$ cat config.mk
export PLATFORM = sky130hd
export DESIGN_NAME = snake_pixel_responder_flat
export DESIGN_NICKNAME = d
export VERILOG_FILES = /design/src/rtl/snake_pixel_responder_if.sv /design/src/rtl/snake_pixel_responder.sv /design/src/flat_wrapper.sv
export SDC_FILE = /design/constraint.sdc
export NUM_CORES = 1
export LEC_CHECK = 0
export BUFFER_PORTS_ARGS = -buffer_cell sky130_fd_sc_hd__buf_2
export CORE_MARGIN = 1
export CORE_UTILIZATION = 30
export DETAILED_ROUTE_END_ITERATION = 10
export HOLD_SLACK_MARGIN = 0.03
export SLEW_MARGIN = 20
export SYNTH_ARGS = -nofsm -noshare
export SYNTH_HDL_FRONTEND = slang
export SYNTH_SLANG_ARGS = --single-unit
$ cat constraint.sdc
create_clock -name clk -period 10.9 [get_ports clk]
set_input_delay 1.09 -clock clk [delete_from_list [all_inputs] [get_ports clk]]
set_output_delay 1.09 -clock clk [all_outputs]
set_load 0.005 [all_outputs]
$ cat src/rtl/snake_pixel_responder_if.sv
// Bundles the pixel-query and game-control signals between the game controller
// (master) and the snake state/pixel responder (slave).
interface snake_pixel_responder_if;
   logic [9:0] x_pos;
   logic [9:0] y_pos;
   logic [1:0] game_status;
   logic       move_tick;
   logic [1:0] dir;
   logic       grow;
   logic [1:0] snake;
   logic [5:0] head_x;
   logic [4:0] head_y;
   logic [5:0] length;
   logic       hit_wall;
   logic       hit_self;

   modport master (
      output x_pos, y_pos, game_status, move_tick, dir, grow,
      input  snake, head_x, head_y, length, hit_wall, hit_self
   );

   modport slave (
      input  x_pos, y_pos, game_status, move_tick, dir, grow,
      output snake, head_x, head_y, length, hit_wall, hit_self
   );
endinterface

$ cat src/rtl/snake_pixel_responder.sv
// Snake body state machine on a 40x30 cell grid plus a registered per-pixel
// classifier (none / head / body / wall) for the video scan-out.
module snake_pixel_responder #(
   parameter int MAX_LEN    = 16,
   parameter int CELL_SHIFT = 4
) (
   input  logic                    clk,
   input  logic                    rst,
   snake_pixel_responder_if.slave  bus
);

   logic [5:0] seg_x_q [MAX_LEN];
   logic [4:0] seg_y_q [MAX_LEN];
   logic [5:0] len_q;
   logic [1:0] cur_dir_q;
   logic       grow_pend_q;
   logic       hit_wall_q;
   logic       hit_self_q;
   logic [1:0] snake_q;

   logic [1:0] dir_d;
   logic [5:0] hx_d;
   logic [4:0] hy_d;
   logic [5:0] len_d;
   logic       wall_d;
   logic       self_d;
   logic [1:0] pix_d;
   logic       active;
   logic       accept;
   logic       growing;
   logic       can_grow;
   logic [5:0] cell_x;
   logic [5:0] cell_y;
   logic       in_range;

   function automatic logic [5:0] init_x(input int i);
      case (i)
         0:       init_x = 6'd20;
         1:       init_x = 6'd19;
         2:       init_x = 6'd18;
         default: init_x = 6'd0;
      endcase
   endfunction

   function automatic logic [4:0] init_y(input int i);
      init_y = (i < 3) ? 5'd15 : 5'd0;
   endfunction

   assign active   = (bus.game_status == 2'b01) && !hit_wall_q && !hit_self_q;
   assign accept   = active && bus.move_tick;
   assign growing  = grow_pend_q || bus.grow;
   assign can_grow = growing && (len_q < 6'(MAX_LEN));
   assign len_d    = can_grow ? len_q + 6'd1 : len_q;

   // Reversal onto the neck is ignored: up/down and left/right differ only in bit 0.
   always_comb begin
      dir_d = cur_dir_q;
      if (bus.dir != (cur_dir_q ^ 2'b01)) dir_d = bus.dir;
      hx_d = seg_x_q[0];
      hy_d = seg_y_q[0];
      case (dir_d)
         2'b00:   hy_d = seg_y_q[0] - 5'd1;
         2'b01:   hy_d = seg_y_q[0] + 5'd1;
         2'b10:   hx_d = seg_x_q[0] - 6'd1;
         default: hx_d = seg_x_q[0] + 6'd1;
      endcase
   end

   assign wall_d = (hx_d == 6'd0) || (hx_d == 6'd39) || (hy_d == 5'd0) || (hy_d == 5'd29);

   // The tail cell is free unless the snake is lengthening this step.
   always_comb begin
      self_d = 1'b0;
      for (int i = 1; i < MAX_LEN; i++) begin
         if ((seg_x_q[i] == hx_d) && (seg_y_q[i] == hy_d)) begin
            if ((6'(i) + 6'd2 <= len_q) || ((6'(i) + 6'd1 == len_q) && can_grow))
               self_d = 1'b1;
         end
      end
   end

   assign cell_x   = 6'(bus.x_pos >> CELL_SHIFT);
   assign cell_y   = 6'(bus.y_pos >> CELL_SHIFT);
   assign in_range = (bus.x_pos < 10'd640) && (bus.y_pos < 10'd480);

   always_comb begin
      pix_d = 2'b00;
      if (in_range) begin
         if ((cell_x == 6'd0) || (cell_x == 6'd39) || (cell_y == 6'd0) || (cell_y == 6'd29)) begin
            pix_d = 2'b11;
         end else if ((cell_x == seg_x_q[0]) && (cell_y == {1'b0, seg_y_q[0]})) begin
            pix_d = 2'b01;
         end else begin
            for (int i = 1; i < MAX_LEN; i++) begin
               if ((6'(i) < len_q) && (cell_x == seg_x_q[i]) && (cell_y == {1'b0, seg_y_q[i]}))
                  pix_d = 2'b10;
            end
         end
      end
   end

   // Restart status behaves exactly like reset, every cycle it is held.
   always_ff @(posedge clk or negedge rst) begin
      if (!rst) begin
         for (int i = 0; i < MAX_LEN; i++) begin
            seg_x_q[i] <= init_x(i);
            seg_y_q[i] <= init_y(i);
         end
         len_q       <= 6'd3;
         cur_dir_q   <= 2'b11;
         grow_pend_q <= 1'b0;
         hit_wall_q  <= 1'b0;
         hit_self_q  <= 1'b0;
         snake_q     <= 2'b00;
      end else if (bus.game_status == 2'b11) begin
         for (int i = 0; i < MAX_LEN; i++) begin
            seg_x_q[i] <= init_x(i);
            seg_y_q[i] <= init_y(i);
         end
         len_q       <= 6'd3;
         cur_dir_q   <= 2'b11;
         grow_pend_q <= 1'b0;
         hit_wall_q  <= 1'b0;
         hit_self_q  <= 1'b0;
         snake_q     <= 2'b00;
      end else begin
         snake_q <= pix_d;
         if (accept) begin
            cur_dir_q <= dir_d;
            if (wall_d) begin
               hit_wall_q  <= 1'b1;
               grow_pend_q <= growing;
            end else if (self_d) begin
               hit_self_q  <= 1'b1;
               grow_pend_q <= growing;
            end else begin
               for (int i = 1; i < MAX_LEN; i++) begin
                  seg_x_q[i] <= seg_x_q[i-1];
                  seg_y_q[i] <= seg_y_q[i-1];
               end
               seg_x_q[0]  <= hx_d;
               seg_y_q[0]  <= hy_d;
               len_q       <= len_d;
               grow_pend_q <= 1'b0;
            end
         end else if (active && bus.grow) begin
            grow_pend_q <= 1'b1;
         end
      end
   end

   assign bus.snake    = snake_q;
   assign bus.head_x   = seg_x_q[0];
   assign bus.head_y   = seg_y_q[0];
   assign bus.length   = len_q;
   assign bus.hit_wall = hit_wall_q;
   assign bus.hit_self = hit_self_q;

endmodule

$ cat src/flat_wrapper.sv
// flat-port wrapper written by rule: the top's interface ports become plain ports
module snake_pixel_responder_flat 
#(
   parameter int MAX_LEN    = 16,
   parameter int CELL_SHIFT = 4
)
  (clk, rst, bus_x_pos, bus_y_pos, bus_game_status, bus_move_tick, bus_dir, bus_grow, bus_snake, bus_head_x, bus_head_y, bus_length, bus_hit_wall, bus_hit_self);
  snake_pixel_responder_if bus_i ();
  input  logic clk;
  input  logic rst;
  input wire logic [$bits(bus_i.x_pos)-1:0] bus_x_pos;
  input wire logic [$bits(bus_i.y_pos)-1:0] bus_y_pos;
  input wire logic [$bits(bus_i.game_status)-1:0] bus_game_status;
  input wire logic [$bits(bus_i.move_tick)-1:0] bus_move_tick;
  input wire logic [$bits(bus_i.dir)-1:0] bus_dir;
  input wire logic [$bits(bus_i.grow)-1:0] bus_grow;
  output wire logic [$bits(bus_i.snake)-1:0] bus_snake;
  output wire logic [$bits(bus_i.head_x)-1:0] bus_head_x;
  output wire logic [$bits(bus_i.head_y)-1:0] bus_head_y;
  output wire logic [$bits(bus_i.length)-1:0] bus_length;
  output wire logic [$bits(bus_i.hit_wall)-1:0] bus_hit_wall;
  output wire logic [$bits(bus_i.hit_self)-1:0] bus_hit_self;
  assign bus_i.x_pos = bus_x_pos;
  assign bus_i.y_pos = bus_y_pos;
  assign bus_i.game_status = bus_game_status;
  assign bus_i.move_tick = bus_move_tick;
  assign bus_i.dir = bus_dir;
  assign bus_i.grow = bus_grow;
  assign bus_snake = bus_i.snake;
  assign bus_head_x = bus_i.head_x;
  assign bus_head_y = bus_i.head_y;
  assign bus_length = bus_i.length;
  assign bus_hit_wall = bus_i.hit_wall;
  assign bus_hit_self = bus_i.hit_self;
  snake_pixel_responder #(.MAX_LEN(MAX_LEN), .CELL_SHIFT(CELL_SHIFT)) u_core (.clk(clk), .rst(rst), .bus(bus_i));
endmodule
==> Word level (Yosys, flattened, before mapping) <==
Index checks and enable logic that the tools add are counted.
{ "totals": {"register_bits": 189, "inputBits": 28, "wordCells": 350, "mem_bits_ro": 0, "latchBits": 0, "mem_bits_rw": 0, "n_memories": 0, "out_inout_bits": 21} }
{ "classes": {"eq_ne": 88, "multipliers": 0, "div_mod_pow": 0, "order_cmp": 33, "add_sub_neg": 5, "shifts": 0, "reduce_logical": 106, "n_bitwise": 1, "mux": 79} }
{ "op_table": {"columns": ["op", "n"], "rows": [
  ["2-to-1 mux 96 bit", 4],
  ["2-to-1 mux 80 bit", 4],
  ["== test 6 bit", 31],
  ["== test 6 x 5 -> 1 bit", 16],
  ["== test 5 bit", 15],
  ["logical AND 1 bit", 67],
  ["== test 4 x 6 -> 1 bit, first input constant", 8],
  ["less-or-equal comparator 4 x 6 -> 1 bit, first input constant", 8],
  ["less-than comparator 4 x 6 -> 1 bit, first input constant", 8],
  ["2-to-1 mux 2 bit", 22],
  ["2-to-1 mux 1 bit", 42],
  ["2-to-1 mux 6 bit", 5],
  ["== test 3 x 6 -> 1 bit, first input constant", 4],
  ["less-or-equal comparator 3 x 6 -> 1 bit, first input constant", 4],
  ["less-than comparator 3 x 6 -> 1 bit, first input constant", 4],
  ["logical OR 1 bit", 22],
  ["zero test 6 bit", 3],
  ["adder 6 x 1 -> 6 bit, second input constant", 2],
  ["== test 2 x 6 -> 1 bit, first input constant", 2],
  ["== test 6 bit, second input constant", 2],
  ["less-or-equal comparator 5 x 6 -> 1 bit, first input constant", 2],
  ["less-than comparator 2 x 6 -> 1 bit, first input constant", 2],
  ["case mux 6 bit (2 select lines)", 1],
  ["less-than comparator 10 bit, second input constant", 1],
  ["other kinds (25)", 33]
]} }

==> Longest topological paths before layout <==
{ "depth": {"ltp_word": 41, "ltp_mapped": 22, "ltp_nobuf": 14} }

==> Worst setup path after synthesis <==
OpenSTA, ideal clock, no wires.
{ "synth_path": {"path_kind": "input port to flip-flop", "startpoint": "input port bus_dir[1]", "endpoint": "register u_core.seg_x_q[24] (netlist bit)", "path_stages": 21, "t_arrival_ns": 5.186, "t_required_ns": 10.763, "setup_time_ns": 0.137, "n_path_buf": 8, "slack_ns": 5.577, "cell_sequence": "buf_4 > buf_4 > buf_2 > buf_2 > nor2_1 > inv_1 > ha_1 > buf_2 > nor3b_1 > o31a_1 > or3_1 > a2111oi_2 > nand4_1 > or4_1 > and4_4 > and4_1 > buf_6 > buf_6 > buf_6 > nand3_1 > o31ai_2"} }
{ "synth_between": {"elab_chain_len": 38, "elab_cells_between_ends": 92, "cone_classes": "eq/ne: 37; mux: 32; reduce/logical: 23"} }
{ "synth_lines": {"columns": ["item", "line_no", "source"], "rows": [
  ["start, declared", "flat_wrapper.sv:15", "input wire logic [$bits(bus_i.dir)-1:0] bus_dir;"],
  ["!= test 2 bit", "snake_pixel_responder.sv:58", "if (bus.dir != (cur_dir_q ^ 2'b01)) dir_d = bus.dir;"],
  ["2-to-1 mux 2 bit (*)", "snake_pixel_responder.sv:58", null],
  ["== test 2 x 1 -> 1 bit or zero test 2 bit (tied branches)", "snake_pixel_responder.sv:61", "case (dir_d)"],
  ["OR reduction 2 bit (no line)", null, null],
  ["case mux 6 bit (2 select lines)", "snake_pixel_responder.sv:61", null],
  ["== test 6 bit", "snake_pixel_responder.sv:75", "if ((seg_x_q[i] == hx_d) && (seg_y_q[i] == hy_d)) begin"],
  ["logical AND 1 bit", "snake_pixel_responder.sv:75", null],
  ["2-to-1 mux 1 bit", "snake_pixel_responder.sv:75", null],
  ["(+22 left out)", null, null],
  ["2-to-1 mux 1 bit", "snake_pixel_responder.sv:76", "if ((6'(i) + 6'd2 <= len_q) || ((6'(i) + 6'd1 == len_q) && can_grow))"],
  ["2-to-1 mux 1 bit", "snake_pixel_responder.sv:75", null],
  ["2-to-1 mux 1 bit", "snake_pixel_responder.sv:76", null],
  ["2-to-1 mux 1 bit", "snake_pixel_responder.sv:75", null],
  ["2-to-1 mux 1 bit", "snake_pixel_responder.sv:76", null],
  ["2-to-1 mux 1 bit", "snake_pixel_responder.sv:75", null],
  ["!= test 2 bit (no line)", null, null],
  ["AND reduction 3 bit (no line) (*)", null, null],
  ["end signal, assigned by index", "snake_pixel_responder.sv:106", "seg_x_q[i] <= init_x(i);"],
  ["end signal, assigned by index", "snake_pixel_responder.sv:117", "seg_x_q[i] <= init_x(i);"],
  ["end signal, assigned by index", "snake_pixel_responder.sv:138", "seg_x_q[i] <= seg_x_q[i-1];"],
  ["end, declared", "snake_pixel_responder.sv:12", "logic [5:0] seg_x_q [MAX_LEN];"]
]} }
Mark *: on every way between the ends. The rest lies on a longest branch, timed or not.
A chain may end at the register's enable or synchronous reset.

==> Worst setup path after layout <==
{ "layout_path": {"startpoint": "input port bus_dir[1]", "endpoint": "register u_core.seg_x_q[30] (netlist bit)"} }
Same word-level chain as after synthesis.

==> flow_summary.ini <==
[sta]
hold_viol = 0
drv_slew = 0
relSlewSlack_pct = 19.84
finalWorstSetupSlack_ns = 3.908
tns_ns = 0
fin_crit_ns = 6.992
rsz0062_at_grt = false
fmax_mhz = 143.0
skew_ns = 0.01744
setup_viol = 0
tightest_slew_ns = 1.202
timing.final.crit_share_pct = 64.15

[clocking]
cts.clk_slew.worst_paths_ns = 0.07
cts_tree = built
h-tree-depth = 4
ctsResizeCount = 0
clockBufferDepth = 2
cts-root-buf = clkbuf_16
post-cts-setup-buffers = 0
clk_latency_ns = 0.48
numCtsBuffers = 17
clock-sinks = 189
cts-hold-fix-buffers = 0

[placed_design]
hpwl_um = 41200
pre_cts_slack_ns = 3.589
port_buffers = 40
place.gp.congestion = 0.9559
place_area_sq_mm = 0.01590

[setup_path]
cp_top_family = compound AO/OA/AOI/OAI gates
crit_chain = buf_4 > nand2_1 > inv_1 > ha_1 > a21oi_2 > o21ai_1 > buf_4 > nor2_1 > a2111o_1 > a2111oi_0 > a311oi_2 > and4_4 > buf_4 > nand3_1 > o31ai_2
path_common_cell = buf_4
reg2regPathDepth = 15
cp_max_fo = 94
rr_endpoint = u_core.seg_x_q[30]
critPathMaxStageDelay_ns = 0.85
worstPathRequired_ns = 11.28
reg2reg_from = u_core.cur_dir_q[1]
slowest_stage = buf_4
crit_path_end_kind = flip-flop
r2r_slack_ns = 4.27
critPathArrivalTime_ns = 7.37
critPathBufInv = 4
critPathKind = input port to flip-flop
critPathLaunchType = input port

[die]
core_area_sq_mm = 0.05048
initial_utilization_pct = 30.55
fp.dieW_um = 228.7
die-area_sq_mm = 0.05232
io_pins = 49
row_count = 82
chipHeight_um = 228.7

[synthesis]
synth_nets = 1854
synth-seq-cells = 189
syn_inst = 1814
synthTopCellsByArea = dfrtp_1 (27%), xnor2_1 (11%), xor2_1 (10%), nand3_1 (5.3%), o31ai_1 (5.3%)
ys_seq_area_share_pct = 30.85
yosysMostFrequentCell = xnor2_1
synthArstFlopShare_pct = 100.0
synth_flop_cell = dfrtp_1
ys_warn_count = 0
ys_top_cells_by_count = xnor2_1 (187), xor2_1 (177), dfrtp_1 (166), nand3_1 (164), inv_1 (120)
syn-cell-area_sq_mm = 0.01542
yosysTopAreaCellShare_pct = 26.93
synth.largest_area_cell = dfrtp_1
synth.distinct_cells = 89
synth_edf_count = 0
avgSynthCellArea_sq_um = 8.503

[grt]
met1_usage_pct = 31.76
grt_busiest_layer = met2
antenna_found_initial = 1
grt_pass1_vias = 13880
grt_overflow = 0
grt_use_total_pct = 23.59
grt_max_degree = 95
grt.met3_usage_pct = 5.788
grt_pass1_wl_um = 92920
grt_use_met2_pct = 35.07

[finish]
final_area_sq_mm = 0.01653
nFillCells = 5285
utilization_pct = 32.74
multiInputGateArea_sq_mm = 0.009351
n_antenna_cell = 0
fin_nets = 1758
seqCellArea_sq_mm = 0.004760
drive_gt1_share_pct = 10.40
area_growth_pct = 7.163

[worst_hold_path]
hold_path_end = u_core.bus.hit_wall
holdCritStartpoint = u_core.bus.hit_wall
hold_depth = 2
hold_class = flip-flop to flip-flop

[detailed_routing]
wl_per_cell_um = 25.91
vias = 14490
totalWireLength_um = 62250
drc = 0
via_per_inst = 6.030
ant_nets = 0
drtIter0Drc = 1858
first_pass_iters = 8

[outcome]
outcome = complete, no violations

[power]
power_density_mw_per_mm2 = 165.5
p_total_mw = 2.735
power_leakage_nw = 6.392
worst_ir_drop_vdd_uv = 143.0

[flow_run]
maxCapViolations = 0
-- per-layer routing --
layer,part of all wire [%],wire length (um)
met5,0,0
met4,5.0,3142
met3,10,6444
met2,43,26900
met1,41,25760
-- final cells by class --
| class | count | share of cell area (%) |
|---|---|---|
| tap | 672 | 5.087 |
| sequential | 189 | 28.80 |
| multi-input combinational | 1311 | 56.58 |
| clock inverter | 15 | 1.211 |
| inverter | 121 | 2.748 |
| timing repair buffer | 78 | 3.005 |
| clock buffer | 17 | 2.574 |
-- worst register-to-register path: stages (launching register included) --
cell	delay, ns
dfstp_2	0.62
mux2i_1	0.26
nand2_1	0.27
inv_1	0.27
ha_1	0.35
a21oi_2	0.78
o21ai_1	0.15
buf_4	0.25
nor2_1	0.58
a2111o_1	0.28
a2111oi_0	0.13
a311oi_2	0.57
and4_4	0.64
buf_4	0.85
nand3_1	0.40
o31ai_2	0.12
-- cell usage in the layout (no fill, tap or decap), types with 48 or more instances in the layout --
master	count
xor2_1	177
inv_1	120
a21oi_1	51
nor2_1	96
nor4_1	48
o31ai_1	108
o21ai_0	63
nand3_1	164
dfrtp_1	165
nand2_1	60
xnor2_1	187
-- stage by stage --
stage	hold slack [ns]	std cells
finish	0.5437	2403
global route	0.5674	2403
CTS	0.5454	2403
detailed placement	0.5149	2371
global placement	0.4968	2371
floorplan	0.4952	1814
-- worst max-delay path by stage --
stage | startpoint | to | slack [ns] | depth (start not counted)
2_1_floorplan | bus_dir[1] | u_core.seg_x_q[24] | 5.58 | 21
3_3_place_gp | bus_dir[1] | u_core.seg_x_q[30] | 3.64 | 15
3_5_place_dp | bus_dir[1] | u_core.seg_x_q[8] | 3.59 | 15
4_1_cts | bus_dir[1] | u_core.seg_y_q[22] | 4.09 | 15
5_1_grt | bus_dir[1] | u_core.seg_y_q[22] | 3.64 | 16
6_report | bus_dir[1] | u_core.seg_x_q[30] | 3.91 | 15
-- cell families (layout without fill, tap and decap cells) --
logic type / Yosys count / in the layout / synth area share [%]
DFF: 189 / 189 / 30.85
buffers and inverters: 314 / 231 / 8.923
xor gates and xnor gates: 369 / 369 / 21.28
muxes: 51 / 51 / 3.448
and+or+nand+nor: 502 / 502 / 16.92
adders and majority gates: 12 / 12 / 1.071
AOI/OAI and AO/OA: 377 / 377 / 17.51
-- report_power, final --
| group | switching [mW] | total (mW) | internal [mW] |
|---|---|---|---|
| Clock | 0.328 | 0.698 | 0.371 |
| Sequential | 0.106 | 0.863 | 0.757 |
| Combinational | 0.769 | 1.17 | 0.404 |
| Total | 1.20 | 2.73 | 1.53 |
-- flip-flops by register name (all words and copies together), names as in the netlist, 2 cells and up --
| signal | flops |
|---|---|
| u_core.cur_dir_q | 2 |
| u_core.bus.head_x | 6 |
| u_core.bus.snake | 2 |
| u_core.bus.head_y | 5 |
| u_core.bus.length | 6 |
| u_core.seg_x_q | 90 |
| u_core.seg_y_q | 75 |
Power figures use the tool's default switching activity.
